File: src/rtl/seq_detect_prog.sv
// Programmable serial bit-sequence detector: run-time pattern/length, overlap and
// Mealy/Moore output mode, with a saturating match counter.
module seq_detect_prog #(
    parameter int unsigned          MAX_LEN     = 8,
    parameter int unsigned          CNT_W       = 16,
    parameter logic [MAX_LEN-1:0]   DEF_PATTERN = 8'b0000_1011,
    parameter int unsigned          DEF_LEN     = 4,
    parameter bit                   DEF_OVERLAP = 1'b1,
    parameter bit                   DEF_MOORE   = 1'b0,
    localparam int unsigned         LEN_W       = $clog2(MAX_LEN + 1)
) (
    input  logic               clk,
    input  logic               rst,
    input  logic               en,
    input  logic               inp,
    input  logic               cfg_load,
    input  logic [MAX_LEN-1:0] cfg_pattern,
    input  logic [LEN_W-1:0]   cfg_len,
    input  logic               cfg_overlap,
    input  logic               cfg_moore,
    input  logic               count_clr,
    output logic               match,
    output logic [CNT_W-1:0]   match_count,
    output logic               cfg_err
);

    logic [MAX_LEN-1:0] r_hist;
    logic [LEN_W-1:0]   r_fill;
    logic [MAX_LEN-1:0] r_pat;
    logic [LEN_W-1:0]   r_len;
    logic               r_ovl;
    logic               r_moore;
    logic               r_moore_q;
    logic [CNT_W-1:0]   r_count;
    logic               r_cfg_err;

    logic [MAX_LEN-1:0] w_window;
    logic [MAX_LEN-1:0] w_mask;
    logic [LEN_W:0]     w_fill_p1;
    logic               w_fill_ok;
    logic               w_eq;
    logic               w_hit;
    logic               w_cfg_legal;

    // Window includes the bit presented this cycle so Mealy output needs no extra stage.
    assign w_window    = {r_hist[MAX_LEN-2:0], inp};
    assign w_mask      = ~({MAX_LEN{1'b1}} << r_len);
    assign w_fill_p1   = {1'b0, r_fill} + {{LEN_W{1'b0}}, 1'b1};
    assign w_fill_ok   = (w_fill_p1 >= {1'b0, r_len});
    assign w_eq        = (((w_window ^ r_pat) & w_mask) == '0);
    assign w_hit       = en && !cfg_load && w_fill_ok && w_eq;
    assign w_cfg_legal = (cfg_len != '0) && (cfg_len <= LEN_W'(MAX_LEN));

    always_ff @(posedge clk or posedge rst) begin
        if (rst) begin
            r_hist    <= '0;
            r_fill    <= '0;
            r_pat     <= DEF_PATTERN;
            r_len     <= LEN_W'(DEF_LEN);
            r_ovl     <= DEF_OVERLAP;
            r_moore   <= DEF_MOORE;
            r_moore_q <= 1'b0;
            r_cfg_err <= 1'b0;
        end else begin
            r_cfg_err <= cfg_load && !w_cfg_legal;
            r_moore_q <= w_hit;
            if (cfg_load) begin
                if (w_cfg_legal) begin
                    r_pat     <= cfg_pattern;
                    r_len     <= cfg_len;
                    r_ovl     <= cfg_overlap;
                    r_moore   <= cfg_moore;
                    r_hist    <= '0;
                    r_fill    <= '0;
                    r_moore_q <= 1'b0;
                end
            end else if (en) begin
                r_hist <= w_window;
                if (w_hit && !r_ovl) begin
                    r_fill <= '0;
                end else if (r_fill != LEN_W'(MAX_LEN)) begin
                    r_fill <= r_fill + LEN_W'(1);
                end
            end
        end
    end

    always_ff @(posedge clk or posedge rst) begin
        if (rst) begin
            r_count <= '0;
        end else if (count_clr) begin
            r_count <= '0;
        end else if (w_hit && (r_count != '1)) begin
            r_count <= r_count + CNT_W'(1);
        end
    end

    assign match       = r_moore ? r_moore_q : w_hit;
    assign match_count = r_count;
    assign cfg_err     = r_cfg_err;

endmodule

File: config.mk
export PLATFORM = sky130hd
export DESIGN_NAME = seq_detect_prog
export DESIGN_NICKNAME = d
export VERILOG_FILES = /design/src/rtl/seq_detect_prog.sv
export SDC_FILE = /design/constraint.sdc
export NUM_CORES = 1
export LEC_CHECK = 0
export CAP_MARGIN = 40
export CELL_PAD_IN_SITES_DETAIL_PLACEMENT = 1
export CELL_PAD_IN_SITES_GLOBAL_PLACEMENT = 1
export CORE_MARGIN = 2
export CORE_UTILIZATION = 37
export DETAILED_ROUTE_END_ITERATION = 8
export HOLD_SLACK_MARGIN = 0.12
export PLACE_DENSITY_LB_ADDON = 0.08
export SLEW_MARGIN = 40
export SYNTH_ARGS = -nofsm -noshare
export SYNTH_HDL_FRONTEND = slang
export SYNTH_SLANG_ARGS = --single-unit
File: constraint.sdc
create_clock -name clk -period 2.4 [get_ports clk]
set_clock_uncertainty 0.1 [all_clocks]
set_input_delay 0.6 -clock clk [delete_from_list [all_inputs] [get_ports clk]]
set_output_delay 0.6 -clock clk [all_outputs]
set_load 0.01 [all_outputs]
==> results.json <==
{
  "cp-endpoint": "match",
  "overflow": 0,
  "timing.critical_path.arrival_ns": 2.12,
  "p_per_area_mw_per_mm2": 757,
  "synth_edf_count": 0,
  "tns_ns": -1.41,
  "synthFlopType": "dfrtp_1",
  "worstMarginPinSlew_ns": 0.315,
  "r2r_slack_ns": -0.20,
  "firstDrtPassIters": 4,
  "period_minus_slack_ns": 2.82,
  "start_kind": "flip-flop",
  "synth_seq_area_share_pct": 46.7,
  "cpPeakStageDelay_ns": 0.45,
  "dp_hpwl_um": 4350,
  "ys_ff_latch": 43,
  "finalSetupViolations": 13,
  "rows": 28,
  "syn_to_final_growth_pct": 50.0,
  "htreeDepth": 2,
  "cts_tree": "done",
  "diodes": 0,
  "antenna_found_initial": 0,
  "grt_pass1_wl_um": 10300,
  "hold_path.class": "reg -> reg",
  "syn_inst": 240,
  "dp_cells": 378,
  "rr_worst_depth": 10,
  "worstPathCellList": "inv_2 > ha_4 > ha_4 > a211oi_4 > o21ai_2 > nor2b_4 > mux2_4 > buf_6",
  "violations": "negative setup slack",
  "synthTopCellsByArea": "dfrtp_1, mux2_2, dfstp_2, nand2_1, a21oi_1",
  "fin_nets": 345,
  "via_per_inst": 5.26,
  "netlist_area_sq_mm": 0.00232,
  "grt_pass1_vias": 2155,
  "outcome": "finished, violations left",
  "ir_worst_vdd_mv": 0.482,
  "rsz0062_at_grt": "true",
  "final_max_slew_viol_count": 0,
  "synth_commonest_cells": "dfrtp_1, nand2_1, a21oi_1, o21ai_0, mux2_2",
  "setup_ws_ns": -0.424,
  "routabilityCongestion": 0.787,
  "drive_above_1_share_pct": 33.9,
  "cts.sinks": 43,
  "wl_um": 6250,
  "finalHoldViolCount": 0,
  "syn-num-nets": 267,
  "clk_pin_slew_worst_paths_ns": 0.08,
  "hp-start": "r_pat[2]",
  "worst-path-max-fanout": 4,
  "async_flop_share_pct": 100,
  "cp_data_required_time_ns": 1.70,
  "die_area_sq_mm": 0.00692,
  "finalNonFillerCells": 394,
  "maxClockFrequency_mhz": 354,
  "p_leak_nw": 1.42,
  "crit_top_cell": "ha_4",
  "clkLatencyLatePin_ns": 0.30,
  "ant_nets": 0,
  "numCtsBuffers": 5,
  "io_pins": 38,
  "yosys_warnings": 0,
  "yosysTopAreaCellShare_pct": 41.0,
  "grt_max_degree": 44,
  "fin_crit_sh_pct": 118,
  "max_slew_margin_pct": 78.8,
  "holdWs_ns": 0.436,
  "ys_types": 36,
  "die_h_um": 83.2,
  "cts.root.buffer_cell": "clkbuf_8",
  "core_area_sq_mm": 0.00599,
  "die_w_um": 83.2,
  "drt-initial-drc-count": 51,
  "worstSetupPathType": "reg -> out",
  "initial_core_util_pct": 38.7,
  "gr-usage-all-layers_pct": 18.3,
  "port_buffers": 37,
  "worstSetupStartpoint": "r_fill[1]",
  "vias": 2072,
  "wire_per_inst_um": 15.9,
  "synth_most_common_cell": "dfrtp_1",
  "cap_violations": 0,
  "r2r_end": "match_count[11]",
  "worstSetupEndpointType": "output pin",
  "drc": 0,
  "cp_slowest_cell": "dfrtp_2",
  "avgSynthCellArea_sq_um": 9.66,
  "reg2reg_from": "r_fill[1]",
  "cts_buffer_depth": 2,
  "synth_top_area_cell": "dfrtp_1"
}
[area by class of cell]
type,instances,area (sq um)
Clock buffer,7,76.3
Clock inverter,1,30.0
Fill cell,667,2510
Inverter,8,30.0
Multi-Input combinational cell,180,1430
Sequential cell,43,1090
Tap cell,75,93.8
Timing Repair Buffer,80,734
[power breakdown]
group / leakage, nW / total (mW) / switching (mW) / internal [mW]
sequential: 0.555 / 0.893 / 0.0776 / 0.816
combinational: 0.808 / 1.17 / 0.528 / 0.643
clock: 0.0524 / 0.568 / 0.256 / 0.312
[worst max-delay path, delay by kind of cell, from the launching register on]
family                     cells  cell delay, ns
AOI/OAI and AO/OA              2            0.34
adders and majority gates      2            0.43
buffers and inverters          2            0.20
DFF                            1            0.45
muxes                          1            0.27
and+or+nand+nor                1            0.13
[logic make-up (layout without fill, tap and decap cells)]
group / after synthesis / count (layout) / share of synthesized area (%)
buffers and inverters: 17 / 96 / 3.08
muxes: 18 / 18 / 8.69
and+or+nand+nor: 94 / 94 / 21.6
xor gates and xnor gates: 11 / 11 / 4.16
AOI/OAI and AO/OA: 50 / 50 / 12.0
DFF: 43 / 43 / 46.7
adders and majority gates: 7 / 7 / 3.78
[state kept, by name (all words and copies together), names as in the netlist]
| signal | flops |
|---|---|
| r_moore | 1 |
| match_count | 16 |
| r_hist | 7 |
| r_fill | 4 |
| r_len | 4 |
| r_ovl | 1 |
| cfg_err | 1 |
| r_pat | 8 |
| r_moore_q | 1 |
[how the worst min path moves through the flow]
stage | endpoint | slack, ns | cells past startpoint
6_report | r_pat[2] | 0.44 | 1
5_1_grt | r_pat[2] | 0.46 | 1
4_1_cts | r_pat[2] | 0.44 | 1
3_5_place_dp | r_pat[2] | 0.42 | 1
3_3_place_gp | r_pat[6] | 0.41 | 1
2_1_floorplan | r_hist[1] | 0.39 | 2
[metal layers]
metal / global-route usage [%] / vias up / share of wire, %
met5: 0 / - / 0
li1: - / 1005 / -
met3: 3.18 / 5 / 2.1
met4: 5.37 / 0 / 1.2
met1: 25.7 / 1033 / 46
met2: 29.0 / 29 / 50
[per-stage QoR]
step / setup slack, ns / utilization [%] / cell area [sq um] / total power [mW]
finish: -0.424 / 58.0 / 3480 / 2.63
global route: -0.499 / 58.0 / 3480 / 2.79
CTS: -0.496 / 54.7 / 3280 / 2.39
detailed placement: -0.787 / 51.2 / 3070 / 1.66
global placement: -0.767 / 51.2 / 3070 / 1.62
floorplan: -0.00820 / - / 2360 / 1.31
[layout by cell type (no fill, tap or decap), types with 4 or more instances in the layout]
| cell type | instances |
|---|---|
| nor2_1 | 10 |
| nand4_1 | 4 |
| buf_6 | 5 |
| o31ai_1 | 5 |
| xnor2_1 | 4 |
| a21oi_1 | 16 |
| ha_4 | 6 |
| nand2b_1 | 4 |
| inv_1 | 5 |
| nor2b_1 | 7 |
| clkbuf_8 | 5 |
| nand2_1 | 25 |
| xor2_1 | 5 |
| or3_1 | 4 |
| dfrtp_1 | 35 |
| dfstp_2 | 5 |
| mux2_2 | 14 |
| clkdlybuf4s50_1 | 36 |
| o21ai_0 | 18 |
| nand3_1 | 8 |
| buf_4 | 37 |
| or4_1 | 4 |
| nor3_1 | 5 |
[what timing repair did]
item	CTS	global route
buffers inserted	2	8
resized for setup	24	27
hold buffers	0	0
pin swaps	6	12
setup endpoints to repair	15	15
Power figures use the tool's default switching activity.
